### config.mk
export PLATFORM = sky130hd
export DESIGN_NAME = pc_unit_flat
export DESIGN_NICKNAME = d
export VERILOG_FILES = /design/src/rtl/pc_unit_if.sv /design/src/rtl/pc_unit.sv /design/src/flat_wrapper.sv
export SDC_FILE = /design/constraint.sdc
export NUM_CORES = 1
export LEC_CHECK = 0
export ABC_AREA = 1
export BUFFER_PORTS_ARGS = -buffer_cell sky130_fd_sc_hd__clkbuf_2
export CORE_MARGIN = 2
export CORE_UTILIZATION = 50
export DETAILED_ROUTE_END_ITERATION = 8
export PLACE_DENSITY = 0.79
export SLEW_MARGIN = 20
export SYNTH_ARGS = -nofsm -noshare
export SYNTH_HDL_FRONTEND = slang
export SYNTH_SLANG_ARGS = --single-unit
export TNS_END_PERCENT = 5
### constraint.sdc
create_clock -name CLK -period 2.4 [get_ports CLK]
set_input_delay 0.24 -clock CLK [delete_from_list [all_inputs] [get_ports CLK]]
set_output_delay 0.24 -clock CLK [all_outputs]
set_load 0.01 [all_outputs]
### src/rtl/pc_unit_if.sv
// pc_unit_if: bundles the sequencing handshake and branch/decode inputs of
// pc_unit together with its PC/status outputs. The optional CycleCount wire
// exists only when PC_CYCLE_COUNT_EN is defined.
interface pc_unit_if #(
  parameter int PC_W = 10
);
  logic            Start;
  logic [PC_W-1:0] StartAddr;
  logic            Branch;
  logic            BranchDirection;
  logic [7:0]      BranchAmount;
  logic            Halt;
  logic            Stall;
  logic [PC_W-1:0] PC;
  logic            Running;
  logic            Done;
`ifdef PC_CYCLE_COUNT_EN
  logic [15:0]     CycleCount;
`endif

  // Driven by the top level / testbench: start control and decoded fields.
  modport master (
    output Start, StartAddr, Branch, BranchDirection, BranchAmount, Halt, Stall,
`ifdef PC_CYCLE_COUNT_EN
    input  CycleCount,
`endif
    input  PC, Running, Done
  );

  // Seen from the program-counter stage itself.
  modport slave (
    input  Start, StartAddr, Branch, BranchDirection, BranchAmount, Halt, Stall,
`ifdef PC_CYCLE_COUNT_EN
    output CycleCount,
`endif
    output PC, Running, Done
  );
endinterface

### src/rtl/pc_unit.sv
// pc_unit: program counter and IDLE/RUN/DONE sequencer. Steps the PC each
// run cycle, applies taken branches with a sign-extended 8-bit offset
// (wrapping modulo 2^PC_W), and freezes on Stall. Halt beats Branch.
// Optional feature macro: PC_CYCLE_COUNT_EN adds a saturating 16-bit
// CycleCount of edges spent in RUN.
module pc_unit #(
  parameter int PC_W = 10
) (
  input logic     CLK,
  input logic     init_n,
  pc_unit_if.slave bus
);

  typedef enum logic [1:0] {
    IDLE = 2'd0,
    RUN  = 2'd1,
    DONE = 2'd2
  } state_t;

  state_t          stateCur;
  state_t          stateNext;
  logic [PC_W-1:0] pcReg;
  logic [PC_W-1:0] pcNext;
  logic [PC_W-1:0] branchOffset;
  logic            startAccepted;

  // Sign-extending size cast; the PC-width add then wraps naturally.
  assign branchOffset  = PC_W'($signed(bus.BranchAmount));
  assign startAccepted = (stateCur != RUN) && bus.Start;

  // State register, forced to IDLE while init_n is low.
  always_ff @(posedge CLK or negedge init_n) begin
    if (!init_n) begin
      stateCur <= IDLE;
    end else begin
      stateCur <= stateNext;
    end
  end

  // Next state: Start leaves IDLE/DONE, an unstalled Halt leaves RUN.
  always_comb begin
    stateNext = stateCur;
    case (stateCur)
      IDLE:    if (bus.Start) stateNext = RUN;
      RUN:     if (!bus.Stall && bus.Halt) stateNext = DONE;
      DONE:    if (bus.Start) stateNext = RUN;
      default: stateNext = IDLE;
    endcase
  end

  // Status outputs decoded from the state, PC straight from its register.
  always_comb begin
    bus.Running = (stateCur == RUN);
    bus.Done    = (stateCur == DONE);
    bus.PC      = pcReg;
  end

  // Next PC: stall and halt hold, taken branch adds offset, else step by one.
  always_comb begin
    pcNext = pcReg;
    case (stateCur)
      IDLE, DONE: begin
        if (bus.Start) pcNext = bus.StartAddr;
      end
      RUN: begin
        if (bus.Stall || bus.Halt) begin
          pcNext = pcReg;
        end else if (bus.Branch && bus.BranchDirection) begin
          pcNext = pcReg + branchOffset;
        end else begin
          pcNext = pcReg + PC_W'(1);
        end
      end
      default: pcNext = pcReg;
    endcase
  end

  // PC register, cleared asynchronously so a mid-run reset aborts at once.
  always_ff @(posedge CLK or negedge init_n) begin
    if (!init_n) begin
      pcReg <= '0;
    end else begin
      pcReg <= pcNext;
    end
  end

`ifdef PC_CYCLE_COUNT_EN
  logic [15:0] cycleCnt;

  // Run-length counter: clears on an accepted Start, counts every RUN edge
  // (stalls included), saturates, and so stays readable in DONE.
  always_ff @(posedge CLK or negedge init_n) begin
    if (!init_n) begin
      cycleCnt <= 16'h0000;
    end else if (startAccepted) begin
      cycleCnt <= 16'h0000;
    end else if ((stateCur == RUN) && (cycleCnt != 16'hFFFF)) begin
      cycleCnt <= cycleCnt + 16'h0001;
    end
  end

  assign bus.CycleCount = cycleCnt;
`else
  logic unusedStart;
  assign unusedStart = startAccepted;
`endif

endmodule

### src/flat_wrapper.sv
// flat-port wrapper written by rule: the top's interface ports become plain ports
module pc_unit_flat 
#(
  parameter int PC_W = 10
)
  (CLK, init_n, bus_Start, bus_StartAddr, bus_Branch, bus_BranchDirection, bus_BranchAmount, bus_Halt, bus_Stall, bus_PC, bus_Running, bus_Done);
  pc_unit_if #(.PC_W(PC_W)) bus_i ();
  input logic CLK;
  input logic init_n;
  input wire logic [$bits(bus_i.Start)-1:0] bus_Start;
  input wire logic [$bits(bus_i.StartAddr)-1:0] bus_StartAddr;
  input wire logic [$bits(bus_i.Branch)-1:0] bus_Branch;
  input wire logic [$bits(bus_i.BranchDirection)-1:0] bus_BranchDirection;
  input wire logic [$bits(bus_i.BranchAmount)-1:0] bus_BranchAmount;
  input wire logic [$bits(bus_i.Halt)-1:0] bus_Halt;
  input wire logic [$bits(bus_i.Stall)-1:0] bus_Stall;
  output wire logic [$bits(bus_i.PC)-1:0] bus_PC;
  output wire logic [$bits(bus_i.Running)-1:0] bus_Running;
  output wire logic [$bits(bus_i.Done)-1:0] bus_Done;
  assign bus_i.Start = bus_Start;
  assign bus_i.StartAddr = bus_StartAddr;
  assign bus_i.Branch = bus_Branch;
  assign bus_i.BranchDirection = bus_BranchDirection;
  assign bus_i.BranchAmount = bus_BranchAmount;
  assign bus_i.Halt = bus_Halt;
  assign bus_i.Stall = bus_Stall;
  assign bus_PC = bus_i.PC;
  assign bus_Running = bus_i.Running;
  assign bus_Done = bus_i.Done;
  pc_unit #(.PC_W(PC_W)) u_core (.CLK(CLK), .init_n(init_n), .bus(bus_i));
endmodule
==> results.json <==
{
  "run_status": "finished, final reports clean",
  "synthTopCellsByArea": "dfrtp_1 (27%), nand2_1 (18%), ha_1 (10%)",
  "num-nets-final": 246,
  "numCtsBuffers": 3,
  "synth_seq_area_share_pct": 26.6,
  "hold_violations": 0,
  "tightest_slew_ps": 489,
  "ys_ff_latch": 12,
  "ff_latch_area_um2": 300,
  "synthesis.area_um2": 1130,
  "path_cells": "clkbuf_2 -> nand2_2 -> or2_2 -> ha_1 -> fa_1 -> nand3_1 -> nand2_1 -> nand3_1 -> nand2_1 -> nand2_1 -> nand3_1 -> nand2_1 -> nand2_1",
  "finalSetupViolations": 0,
  "grt_max_degree": 19,
  "power_density_nw_per_um2": 1120,
  "slew_viol_final": 0,
  "initial_core_util_pct": 52.1,
  "multi_input_area_um2": 724,
  "yosys.cell_count.top_type": "nand2_1",
  "yosys.area.top_type": "dfrtp_1",
  "hpwlAfterDp_um": 2100,
  "die_h_um": 51.5,
  "cts_setup_buffers": 0,
  "finish.instance_area_um2": 1370,
  "post_drt_wl_per_cell_um": 11.1,
  "final_util_pct": 63.1,
  "pre_cts_slack_ps": 265,
  "syn_inst": 171,
  "fp.dieW_um": 51.5,
  "rsz0062_at_grt": "no",
  "antenna_found_initial": 0,
  "cts.sinks": 12,
  "whs_ps": 157,
  "synthTopCellsByCount": "nand2_1 (54), nor2_1 (23), inv_1 (18), nand3_1 (15), dfrtp_1 (12)",
  "htreeDepth": 1,
  "fin_tns_setup_ps": 0,
  "cts_tree": "built",
  "dp_cells": 233,
  "power_mw": 1.54,
  "postRouteAntennaNets": 0,
  "hp-class": "in2reg",
  "max_stage_delay_ps": 410,
  "end_kind": "register",
  "crit_path_max_fanout": 8,
  "drive_gt1_share_pct": 27.1,
  "cp.arrival_ps": 2000,
  "synth.avg_cell_area_um2": 6.61,
  "required_ps": 2590,
  "finalClockSkew_ps": 6.83,
  "ys_warn_count": 0,
  "grt_pass1_vias": 1106,
  "max_cap_violations": 0,
  "grt_remaining_overflow": 0,
  "cts_root_buf": "clkbuf_4",
  "path_clk_slew_ps": 90,
  "irDropWorstVdd_mv": 0.819,
  "antenna_cells": 0,
  "rows": 17,
  "via_per_inst": 5.00,
  "crit_slowest_cell": "fa_1",
  "core_area_um2": 2170,
  "dieArea_um2": 2660,
  "gp_congestion": 0.882,
  "grt_first_pass_wirelength_um": 4620,
  "leakage_nw": 0.810,
  "worstSetupPathType": "in2reg",
  "dr_total_vias": 1190,
  "area_delta_synth_final_pct": 21.2,
  "yosysTopAreaCellShare_pct": 26.6,
  "finalNonFillerCells": 238,
  "ioPinCount": 37,
  "cts_resized": 0,
  "dpl_cell_area_um2": 1320,
  "dr.pass1.iters": 4,
  "clockBufferDepth": 2,
  "min_period_ps": 1800,
  "layout_setup_ws_ps": 597,
  "synth_nets": 206,
  "crit_top_cell": "nand2_1",
  "synth-main-ff-cell": "dfrtp_1",
  "grt_usage_pct": 23.3,
  "yosysUniqueCellTypes": 26,
  "cp_top_family": "simple AND/OR/NAND/NOR gates",
  "num-fill-cells": 212,
  "clock_latency_ps": 290,
  "drc": 0,
  "startpoint_type": "primary input",
  "synth_edf_count": 0,
  "wl_um": 2650,
  "drt_iter0_drc": 20,
  "finalCritPeriodShare_pct": 75.1,
  "async_flop_share_pct": 100,
  "io_buffers": 36,
  "cp_num_buf_inv": 1,
  "slew_headroom_pct": 67.3,
  "fmax_mhz": 555
}
[sequential cells by signal, indices dropped and copies added, names as in the netlist]
signal	count
u_core.stateCur	2
u_core.bus.PC	10
[area by class of cell]
type                    instances  share of cell area (%)
multi-input cells             135                    52.9
flip-flops and latches         12                    21.9
repair buffers                 37                    13.9
inverters                      22                    6.03
clock buffers                   4                    2.65
well taps                      28                    2.56
[layer usage]
layer	global-route usage, %	vias to the layer above	share of wire [%]
met4	8.77	0	1.6
met2	39.5	31	49
met5	0	-	0
met3	3.45	5	4.2
met1	29.8	534	45
li1	-	620	-
[layout by cell type (no fill, tap or decap), types with 6 or more instances in the layout]
master | Yosys | layout
clkbuf_2 | 0 | 36
nor2_2 | 6 | 6
ha_1 | 9 | 9
a21oi_1 | 9 | 9
inv_1 | 18 | 18
nand2_1 | 54 | 54
nand3_1 | 15 | 15
dfrtp_1 | 12 | 12
nor2_1 | 23 | 23
[cells by family after synthesis]
| group | Yosys count | share of synthesized area (%) |
|---|---|---|
| buf+inv | 24 | 9.30 |
| fa+ha+maj | 10 | 11.7 |
| flops | 12 | 26.6 |
| xor+xnor | 3 | 2.33 |
| compound gates | 17 | 9.86 |
| simple gates | 105 | 40.2 |
[report_power, final]
| part | total [mW] | internal [mW] | switching (mW) |
|---|---|---|---|
| combinational | 0.966 | 0.376 | 0.590 |
| clock | 0.178 | 0.0925 | 0.0850 |
| sequential | 0.392 | 0.300 | 0.0922 |
| total | 1.54 | 0.768 | 0.767 |
[final timing paths]
kind	end	from	depth (start not counted)	slack [ps]
worst max-delay path	u_core.bus.PC[6]$_DFFE_PN0P_	bus_Branch	13	600
worst min-delay path	u_core.stateCur[1]$_DFFE_PN0P_	bus_Start	2	160
worst max register to register	u_core.bus.PC[6]$_DFFE_PN0P_	u_core.bus.PC[0]$_DFFE_PN0P_	10	640
worst min register to register	u_core.bus.PC[7]$_DFFE_PN0P_	u_core.bus.PC[7]$_DFFE_PN0P_	2	530
max in group asynchronous	u_core.bus.PC[1]$_DFFE_PN0P_	init_n	2	1780
min in group asynchronous	u_core.bus.PC[8]$_DFFE_PN0P_	init_n	2	370
[timing repair]
action                     CTS  global route
setup endpoints to repair    0             0
hold endpoints to repair    12             0
hold buffers                 1             0
Note: power is estimated with default switching activity, not from simulation.
